<file path="src/rtl/pc_sequencer.sv">
// Program-counter and fetch sequencer: fetches each instruction over a req/ack
// handshake, holds it for execute, commits the returned next-PC and halts at LAST_PC.
module pc_sequencer #(
    parameter int unsigned PC_W     = 10,
    parameter int unsigned RESET_PC = 0,
    parameter int unsigned LAST_PC  = 59
) (
    input  logic            i_clk,
    input  logic            i_rst,
    input  logic            i_start,
    output logic            o_imem_req,
    output logic [PC_W-1:0] o_imem_addr,
    input  logic            i_imem_ack,
    input  logic [31:0]     i_imem_rdata,
    output logic [PC_W-1:0] o_pc,
    output logic [31:0]     o_instr,
    output logic            o_instr_valid,
    input  logic [PC_W-1:0] i_npc,
    input  logic            i_npc_valid,
    output logic            o_halted,
    output logic [15:0]     o_retired
);

    localparam int unsigned INSTR_W = 32;
    localparam int unsigned RET_W   = 16;

    typedef enum logic [1:0] {
        S_IDLE  = 2'd0,
        S_FETCH = 2'd1,
        S_EXEC  = 2'd2,
        S_HALT  = 2'd3
    } state_t;

    state_t             r_state;
    state_t             w_state_nxt;
    logic [PC_W-1:0]    r_pc;
    logic [INSTR_W-1:0] r_instr;
    logic [RET_W-1:0]   r_retired;
    logic               w_ack_take;
    logic               w_commit;
    logic               w_at_last;

    assign w_at_last = (r_pc == PC_W'(LAST_PC));

    always_ff @(posedge i_clk) begin
        if (i_rst) begin
            r_state <= S_IDLE;
        end else begin
            r_state <= w_state_nxt;
        end
    end

    // Next-state decode; handshake strobes are qualified by the owning state.
    always_comb begin
        w_state_nxt = r_state;
        w_ack_take  = 1'b0;
        w_commit    = 1'b0;
        case (r_state)
            S_IDLE: begin
                if (i_start) w_state_nxt = S_FETCH;
            end
            S_FETCH: begin
                if (i_imem_ack) begin
                    w_ack_take  = 1'b1;
                    w_state_nxt = S_EXEC;
                end
            end
            S_EXEC: begin
                if (i_npc_valid) begin
                    w_commit    = 1'b1;
                    w_state_nxt = w_at_last ? S_HALT : S_FETCH;
                end
            end
            S_HALT: begin
                w_state_nxt = S_HALT;
            end
            default: begin
                w_state_nxt = S_IDLE;
            end
        endcase
    end

    always_ff @(posedge i_clk) begin
        if (i_rst) begin
            r_pc      <= PC_W'(RESET_PC);
            r_instr   <= '0;
            r_retired <= '0;
        end else begin
            if (w_ack_take) begin
                r_instr <= i_imem_rdata;
            end
            if (w_commit) begin
                if (r_retired != {RET_W{1'b1}}) r_retired <= r_retired + RET_W'(1);
                if (!w_at_last) r_pc <= i_npc;
            end
        end
    end

    assign o_imem_req    = (r_state == S_FETCH);
    assign o_imem_addr   = r_pc;
    assign o_pc          = r_pc;
    assign o_instr       = r_instr;
    assign o_instr_valid = (r_state == S_EXEC);
    assign o_halted      = (r_state == S_HALT);
    assign o_retired     = r_retired;

endmodule

</file>
<file path="config.mk">
export PLATFORM = sky130hd
export DESIGN_NAME = pc_sequencer
export DESIGN_NICKNAME = d
export VERILOG_FILES = /design/src/rtl/pc_sequencer.sv
export SDC_FILE = /design/constraint.sdc
export NUM_CORES = 1
export LEC_CHECK = 0
export ABC_AREA = 1
export CAP_MARGIN = 20
export CORE_ASPECT_RATIO = 0.8
export CORE_MARGIN = 5
export CORE_UTILIZATION = 43
export CTS_BUF_LIST = sky130_fd_sc_hd__clkbuf_16
export DETAILED_ROUTE_END_ITERATION = 7
export GPL_TIMING_DRIVEN = 0
export PLACE_DENSITY_LB_ADDON = 0.05
export SYNTH_ARGS = -nofsm -noshare
export SYNTH_HDL_FRONTEND = slang
export SYNTH_SLANG_ARGS = --single-unit
</file>
<file path="constraint.sdc">
create_clock -name i_clk -period 1.8 [get_ports i_clk]
set_clock_uncertainty 0.1 [all_clocks]
set_input_delay 0.36 -clock i_clk [delete_from_list [all_inputs] [get_ports i_clk]]
set_output_delay 0.36 -clock i_clk [all_outputs]
set_load 0.02 [all_outputs]
</file>
==> impl_metrics.csv <==
group,metric,value,unit
sta,fmax,569,MHz
finish,nets,563,
drt,ant_nets,0,
synthesis,async_flop_share,0,
clock_tree,clk_pin_slew,0.05,ns
floorplanning,core,0.00638,mm²
clock_tree,worstSkewPairLatency,0.32,ns
drt,num_vias,2868,
synthesis,syn_inst,386,
global_routing,grt_usage,0.189,
worst_setup_path,worstSetupStartpointType,"flip-flop",
run_status,status,"finished clean",
global_routing,gr-total-overflow,0,
finish,syn2layout_area_growth,55.5,%
synthesis,netlist_area,0.00282,mm²
synthesis,synth_edf_count,0,
floorplanning,die_h,82.5,µm
hold_path,hold_class,"input pin to flip-flop",
clock_tree,cts_root_buf,"clkbuf_16",
synthesis,synth_common_cells,"nand2_1, dfxtp_1, nor2_1",
worst_setup_path,cpMostUsedCell,"inv_1",
synthesis,yosys-top-cells-area,"dfxtp_1, nand2_1, nand3_1",
synthesis,synth-seq-cells,60,
worst_setup_path,cp_top_family,"buffers and inverters",
worst_setup_path,critPathRequiredTime,1.34,ns
global_routing,antenna_found_initial,0,
sta,slew_headroom,0.540,
global_routing,grt_pass1_wl,12500,µm
power_and_ir_drop,p_leak,2.03,nW
worst_setup_path,rrSetupSlack,0.20,ns
floorplanning,fp-row-count,26,
sta,finalHoldViolations,0,
finish,drive_above_1_share,0.129,
clock_tree,cts_max_level,3,
worst_setup_path,crit_fanout,4,
placed_design,port_buffers,115,
synthesis,yosys.area.top_type,"dfxtp_1",
worst_setup_path,endpoint_kind,"output pin",
power_and_ir_drop,powerDensity,855,mW/mm²
power_and_ir_drop,p_total,3.75,mW
sta,period_share,0.976,
synthesis,synth_most_common_cell,"nand2_1",
synthesis,synth_nets,434,
synthesis,yosys.cell_types.count,31,
worst_setup_path,critPathBufInv,3,
placed_design,post-dp-hpwl,5930,µm
power_and_ir_drop,irDropWorstVdd,0.000642,V
drt,initialDrtViolationCount,85,
synthesis,ys.warnings.count,0,
finish,diodes,0,
sta,period_minus_slack,1.76,ns
clock_tree,hold_buffers,0,
sta,setup_viol,0,
clock_tree,cts_tree,"yes",
clock_tree,clockBufferDepth,2,
placed_design,placed_cells,585,
sta,maxSlewViolCount,0,
sta,rsz0062_at_grt,"no",
floorplanning,dieArea,0.00829,mm²
sta,tightest_slew,0.690,ns
drt,wirelength,8020,µm
drt,drt_first_pass_iters,4,
placed_design,gp_congestion,0.835,
worst_setup_path,crit_path_cell_trace,"inv_1 -> nand2_2 -> inv_1 -> dlygate4sd2_1",
global_routing,grt_pass1_vias,2628,
floorplanning,io_pins,118,
worst_setup_path,crit_type,"flip-flop to output pin",
synthesis,yosysSeqAreaShare,0.426,
synthesis,synth_top_area_share,0.426,
floorplanning,initial_utilization,0.443,
drt,wl_per_cell,13.3,µm
clock_tree,clock-sinks,60,
flow_run,timing.max_cap.violations,0,
synthesis,syn_area_per_cell,7.31,µm²
drt,vias_per_cell,4.75,
global_routing,grt_max_degree,12,
worst_setup_path,cp.arrival,1.30,ns
floorplanning,die_w,101,µm
worst_setup_path,crit_path_max_incr_delay,0.37,ns
clock_tree,cts_inserted_buffers,9,
drt,drc,0,
synthesis,ys.flop_type,"dfxtp_1",
worst_setup_path,cp_slowest_cell,"dfxtp_1",
finish,stdcell_count,604,
[stage by stage]
| step | hold WS (ns) | TNS [ns] | area, µm² | utilization | setup slack [ns] |
|---|---|---|---|---|---|
| global route | 0.367 | 0 | 4390 | 0.688 | 0.00463 |
| CTS | 0.328 | 0 | 4340 | 0.680 | 0.00566 |
| detailed placement | 0.352 | -0.725 | 4080 | 0.640 | -0.112 |
| global placement | 0.348 | -0.358 | 4080 | 0.640 | -0.107 |
| floorplan | 0.370 | 0 | 2820 | - | 0.211 |
| finish | 0.330 | 0 | 4390 | 0.688 | 0.0430 |
[cell families (layout without fill, tap and decap cells)]
family / count (synthesis) / count (layout) / synth area share
and+or+nand+nor: 199 / 199 / 0.332
buffers and inverters: 60 / 194 / 0.0984
adders and majority gates: 1 / 1 / 0.00443
AOI/OAI and AO/OA: 60 / 60 / 0.121
xor gates and xnor gates: 6 / 6 / 0.0186
DFF: 60 / 60 / 0.426
[sequential cells by signal (all words and copies together), names as in the netlist]
| name | count |
|---|---|
| o_instr | 32 |
| o_retired | 16 |
| o_imem_addr | 10 |
| r_state | 2 |
[final cells by class]
class,instances,area [µm²]
sequential,60,1200
timing repair buffer,118,1170
buffer,28,160
fill,572,1990
multi-input combinational,266,1340
clock buffer,9,225
inverter,32,120
clock inverter,7,67.6
tap,84,105
[cell usage in the layout, fill, tap and decap left out, types with 2 or more instances in the layout]
master / synthesis / layout
dlygate4sd2_1: 0 / 26
nor2_4: 3 / 3
nor2_8: 2 / 2
buf_4: 10 / 14
nor2_2: 3 / 3
nor2_1: 42 / 42
xnor2_1: 4 / 4
clkdlybuf4s50_1: 0 / 76
xor2_1: 2 / 2
nand2_1: 93 / 93
o21ai_1: 13 / 13
nand2_4: 3 / 3
dlymetal6s2s_1: 0 / 12
buf_2: 6 / 6
clkinvlp_4: 0 / 2
clkinv_2: 0 / 2
inv_2: 5 / 5
clkinv_1: 1 / 2
inv_1: 26 / 26
nand3_1: 40 / 40
a21oi_1: 34 / 34
clkbuf_1: 11 / 11
clkbuf_16: 0 / 9
nand2_2: 3 / 3
nand4_1: 6 / 6
dfxtp_1: 60 / 60
a21oi_2: 9 / 9
[per-layer routing]
metal	GRT usage	up-vias	part of all wire
li1	-	1487	-
met1	0.245	1288	0.46
met2	0.310	84	0.47
met3	0.0521	9	0.063
met4	0.0552	0	0.0091
met5	0	-	0
[final timing paths]
check | end | start | cells past startpoint
setup / recovery | o_instr_valid | r_state[0] | 4
hold / removal | o_instr[18] | i_imem_ack | 3
setup reg to reg | o_retired[6] | o_retired[1] | 8
hold reg to reg | o_instr[31] | o_instr[31] | 2
[worst reg2reg max path, stage by stage (launching register included)]
cell and delay (ns):
dfxtp_1 0.38, ha_1 0.24, nand2_1 0.07, nor2_1 0.16, nand2_1 0.08, nor2_1 0.19
nor2_4 0.10, nand2_1 0.10, a21oi_2 0.05
[where the power goes]
part	total, mW	internal, mW	switching [mW]
combinational	0.646	0.305	0.341
clock	1.67	1.06	0.610
sequential	1.43	1.39	0.0408
[timing repair]
item,in CTS,in global routing
endpoints found under the setup margin,27,13
setup buffers,0,3
gates resized for setup,31,12
No activity file was read; power rests on OpenSTA's default activity.
==> patch 1 (same flow settings) <==
Register the output `o_retired` once more, cleared by the reset; this adds one clock of latency there. The other outputs are not delayed to match.
--- a/src/rtl/pc_sequencer.sv
+++ b/src/rtl/pc_sequencer.sv
@@ -104,3 +104,9 @@
     assign o_halted      = (r_state == S_HALT);
-    assign o_retired     = r_retired;
+    always_ff @(posedge i_clk) begin
+        if (i_rst) begin
+            o_retired <= '0;
+        end else begin
+            o_retired <= r_retired;
+        end
+    end
 
Behaviour: not the same (Yosys sat finds a counterexample within 4 cycles, from zero or initial values and one cycle with i_rst high).
==> patch 1 against the original RTL <==
Wire length up 10%; synthesized area up 13%; cell area up 9.3%; total power up 14%; register-to-register slack worse by 0.06 ns; worst setup slack better by 0.0010 ns; sequential cell count up 16; final cell count up 7.6%.
==> patch 1: results (changes against the original RTL) <==
sequential fraction of the synthesis area - 0.476 (was 0.426)
final hold slack - 0.350 ns (was 0.330 ns)
Crit Path Max Fanout - 3 (was 4)
CP peak stage delay - 0.62 ns (was 0.37 ns)
leakage - 0.00204 µW (was 0.00203 µW)
routability cong. - 0.874 (was 0.835)
number of global-route vias before repair - 2898 (was 2628)
peak supply drop - 0.583 mV (was 0.642 mV)
wire length per cell - 13.6 µm (was 13.3 µm)
Synth Area in Compound Gates - 0.0939 (was 0.121)
worst slack at placement - -0.126 ns (was -0.112 ns)
Switch Pwr - 1030 µW (was 992 µW)
share of post-route cells with drive strength above 1 - 0.111 (was 0.129)
drt total wl - 8850 µm (was 8020 µm)
largest net degree at the start of global routing - 13 (was 12)
leading cell types by count after synthesis - 103 x nand2_1, 76 x dfxtp_1, 58 x nor2_1, 44 x nand3_1, 35 x a21oi_1 (was 93 x nand2_1, 60 x dfxtp_1, 42 x nor2_1, 40 x nand3_1, 34 x a21oi_1)
fin nets - 604 (was 563)
global-route wire length before repair - 14100 µm (was 12500 µm)
Starting DRT DRC Count - 122 (was 85)
cell count after synthesis - 430 (was 386)
status - finished clean (unchanged)
GR Util All Layers - 0.191 (was 0.189)
synth top area cells - dfxtp_1 48%, nand2_1 12%, nand3_1 6.9% (was dfxtp_1 43%, nand2_1 12%, nand3_1 7.1%)
r2r endpoint - r_retired[6] (was o_retired[6])
slowest cell on the critical path - clkdlybuf4s50_1 (was dfxtp_1)
Distinct cells, synth - 29 (was 31)
Hold Path Stages - 2 (was 3)
Via density - 4.84 (was 4.75)
R2R cell count - 9 (was 8)
hold endpoint - o_retired[1] (was o_instr[18])
Tightest Pin Transition - 0.686 ns (was 0.690 ns)
Hold Crit Class - flop to flop (was primary input to flop)
min-delay src - r_retired[1] (was i_imem_ack)
-- patch 1: power by group through the flow --
stage	Clock [µW]	Sequential [µW]	Combinational, µW
after floorplan	0	1890	269
after global placement	0	1820	645
after CTS	1890	1790	647
after global routing	1990	1800	693
final	1840	1790	640
after detailed placement	0	1830	652
-- patch 1: repair_timing --
action	in CTS	in global routing
buffers inserted	0	0
hold endpoints to repair	0	0
resized for setup	21	14
endpoints found under the setup margin	14	27
-- patch 1: how the worst max path moves through the flow --
stage | start | to | slack [ns] | cells after the start
floorplan | r_retired[1] | r_retired[11] | 0.31 | 9
global placement | r_state[0] | o_imem_req | -0.11 | 4
detailed placement | r_state[0] | o_imem_req | -0.13 | 4
CTS | o_imem_addr[9] | o_imem_addr[9] | 0.003 | 1
global route | o_imem_addr[3] | o_imem_addr[3] | 0.002 | 1
finish | o_imem_addr[3] | o_imem_addr[3] | 0.04 | 1
-- patch 1: cell type report --
type / count / area (µm²)
plain buffers: 30 / 170
clock buffers: 9 / 225
clock inverters: 6 / 80.1
fillers: 671 / 2530
inverters: 36 / 136
multi-input cells: 288 / 1390
flip-flops and latches: 76 / 1530
well taps: 90 / 113
repair buffers: 115 / 1150
-- patch 1: per-stage QoR --
stage               power (µW)  cell area [µm²]
floorplan                 2160             3200
global placement          2470             4460
detailed placement        2480             4460
CTS                       4330             4750
global route              4480             4790
finish                    4270             4790
-- patch 1: layer usage --
| metal | track usage | vias to the layer above | routed length [µm] |
|---|---|---|---|
| met5 | 0 | - | 0 |
| met1 | 0.256 | 1440 | 4220 |
| met4 | 0.0435 | 0 | 65 |
| met2 | 0.305 | 89 | 4050 |
| li1 | - | 1610 | - |
| met3 | 0.0600 | 6 | 514 |
-- patch 1: kinds of logic after synthesis --
kind of cell	Yosys count
AOI/OAI and AO/OA	52
xor gates and xnor gates	5
adders and majority gates	1
buffers and inverters	66
DFF	76
and+or+nand+nor	230
-- patch 1: worst register-to-register path, stage by stage (launching register included) --
cell and delay [ns]:
dfxtp_1 0.35, ha_2 0.20, nand2_1 0.09, nor2_4 0.13
nand2_2 0.10, nor2_2 0.17, nor2_4 0.07, buf_6 0.14
nand2_1 0.10, a21oi_2 0.07
==> patch 2 (same flow settings) <==
Without the edit above. Set the parameter `LAST_PC` to 44 (it was 59).
--- a/src/rtl/pc_sequencer.sv
+++ b/src/rtl/pc_sequencer.sv
@@ -5,3 +5,3 @@
     parameter int unsigned RESET_PC = 0,
-    parameter int unsigned LAST_PC  = 59
+    parameter int unsigned LAST_PC  = 44
 ) (
Formal check against the unedited RTL: not equivalent (Yosys sat finds a counterexample within 10 cycles, from zero or initial values and one cycle with i_rst high).
==> patch 2 against the original RTL <==
Via count decreased by 0.17%; synthesized area shrank 2.8%; worst setup slack better by 0.016 ns; total power is 2.9% lower; synthesized cell count is 2.6% lower; wire length down 1.5%; cell area fell by 2.4%; sequential cell count unchanged; critical endpoint is now o_instr[6]; highest routed layer unchanged.
==> patch 2: results (changes against the original RTL) <==
status - finished clean (unchanged)
max FFs per register - 32 (unchanged)
htree depth - 3 (unchanged)
worst slack at placement - -0.133 ns (was -0.112 ns)
multiplexer share of the synthesized area - 0 (unchanged)
Hold Path Stages - 3 (unchanged)
number of global-route vias before repair - 2569 (was 2628)
wire length per cell - 13.4 µm (was 13.3 µm)
Async SR Flop Fraction - 0 (unchanged)
Synth Area in Compound Gates - 0.116 (was 0.121)
final hold slack - 0.286 ns (was 0.330 ns)
share of post-route cells with drive strength above 1 - 0.128 (was 0.129)
Slew HR - 0.617 (was 0.540)
post-CTS setup buffer count - 0 (unchanged)
GR Util All Layers - 0.195 (was 0.189)
sequential fraction of the synthesis area - 0.438 (was 0.426)
largest net degree at the start of global routing - 11 (was 12)
xor and xnor area share after synthesis - 0.0160 (was 0.0186)
R2R cell count - 9 (was 8)
drt pass-1 iters - 5 (was 4)
global-route wire length before repair - 12700 µm (was 12500 µm)
CP peak stage delay - 0.62 ns (was 0.37 ns)
Distinct cells, synth - 29 (was 31)
hold endpoint - o_instr[19] (was o_instr[18])
post-cts repair resize count - 33 (was 31)
fin nets - 550 (was 563)
worst r2r src - o_retired[0] (was o_retired[1])
setup slack, reg-to-reg - 0.17 ns (was 0.20 ns)
leading cell types by count after synthesis - 100 x nand2_1, 60 x dfxtp_1, 50 x nand3_1, 46 x a21oi_1, 27 x nor2_1 (was 93 x nand2_1, 60 x dfxtp_1, 42 x nor2_1, 40 x nand3_1, 34 x a21oi_1)
initial antenna violation count - 0 (unchanged)
Arr. time, crit path - 1.28 ns (was 1.30 ns)
Filler cells - 559 (was 572)
Starting DRT DRC Count - 131 (was 85)
fraction of the mapped netlist area in adder cells - 0.00456 (was 0.00443)
synth top area cells - dfxtp_1 44%, nand2_1 14%, nand3_1 9.1% (was dfxtp_1 43%, nand2_1 12%, nand3_1 7.1%)
Placed Area - 4000 µm² (was 4080 µm²)
r2r endpoint - o_retired[3] (was o_retired[6])
Switch Pwr - 929 µW (was 992 µW)
CTS buffer count - 9 (unchanged)
routability cong. - 0.809 (was 0.835)
leakage - 0.00193 µW (was 0.00203 µW)
peak supply drop - 0.603 mV (was 0.642 mV)
Mapped Nets - 424 (was 434)
DR vias - 2863 (was 2868)
post-DP HPWL - 5800 µm (was 5930 µm)
worst skew pair latency - 0.32 ns (about the same)
Crit Path Max Fanout - 2 (was 4)
slowest cell on the critical path - clkdlybuf4s50_1 (was dfxtp_1)
-- patch 2: changes by cell type after synthesis, sizes merged, moves of 8 or more --
cell   before  now
a21oi      43   52
o21ai      14    4
inv        31   21
nor2       50   34
nand3      41   50
nand2     100  108
-- patch 2: metrics by stage --
stage / std cells / power [µW] / setup TNS, ns / util
global route: 591 / 3810 / 0 / 0.682
finish: 591 / 3640 / 0 / 0.682
global placement: 575 / 2040 / -0.102 / 0.637
detailed placement: 575 / 2050 / -0.133 / 0.637
floorplan: 376 / 1750 / 0 / -
CTS: 591 / 3680 / 0 / 0.678
-- patch 2: worst max-delay path by stage --
stage                             start       endpoint  slack [ns]  depth (start not counted)
final                        o_instr[6]     o_instr[6]        0.06                          1
after global placement       r_state[0]     o_imem_req       -0.10                          4
after floorplan            o_retired[0]   o_retired[5]        0.16                          9
after CTS                 o_retired[15]  o_retired[15]       0.002                          1
after detailed placement     r_state[0]     o_imem_req       -0.13                          4
after global routing         r_state[1]     o_imem_req        0.01                          5
-- patch 2: kinds of logic (layout without fill, tap and decap cells) --
group / count (synthesis) / count (layout)
simple gates: 201 / 201
compound gates: 58 / 58
fa+ha+maj: 1 / 1
buf+inv: 51 / 182
flops: 60 / 60
xor+xnor: 5 / 5
-- patch 2: power groups by stage --
stage	sequential, µW	clock, µW	combinational (µW)
final	1430	1630	582
after global routing	1430	1740	635
after CTS	1430	1660	588
after detailed placement	1450	0	592
after global placement	1450	0	584
after floorplan	1520	0	237
-- patch 2: cell type report --
class / instances / share of cell area
plain buffers: 29 / 0.0415
clock buffers: 9 / 0.0526
clock inverters: 7 / 0.0140
inverters: 22 / 0.0204
multi-input cells: 265 / 0.299
flip-flops and latches: 60 / 0.281
well taps: 84 / 0.0245
repair buffers: 115 / 0.267
-- patch 2: metal layers --
metal | share of wire | routed length (µm) | vias up | GRT usage
li1 | - | - | 1466 | -
met1 | 0.49 | 3870 | 1296 | 0.269
met2 | 0.43 | 3390 | 93 | 0.290
met3 | 0.070 | 551 | 8 | 0.0645
met4 | 0.011 | 90 | 0 | 0.0587
met5 | 0 | 0 | - | 0
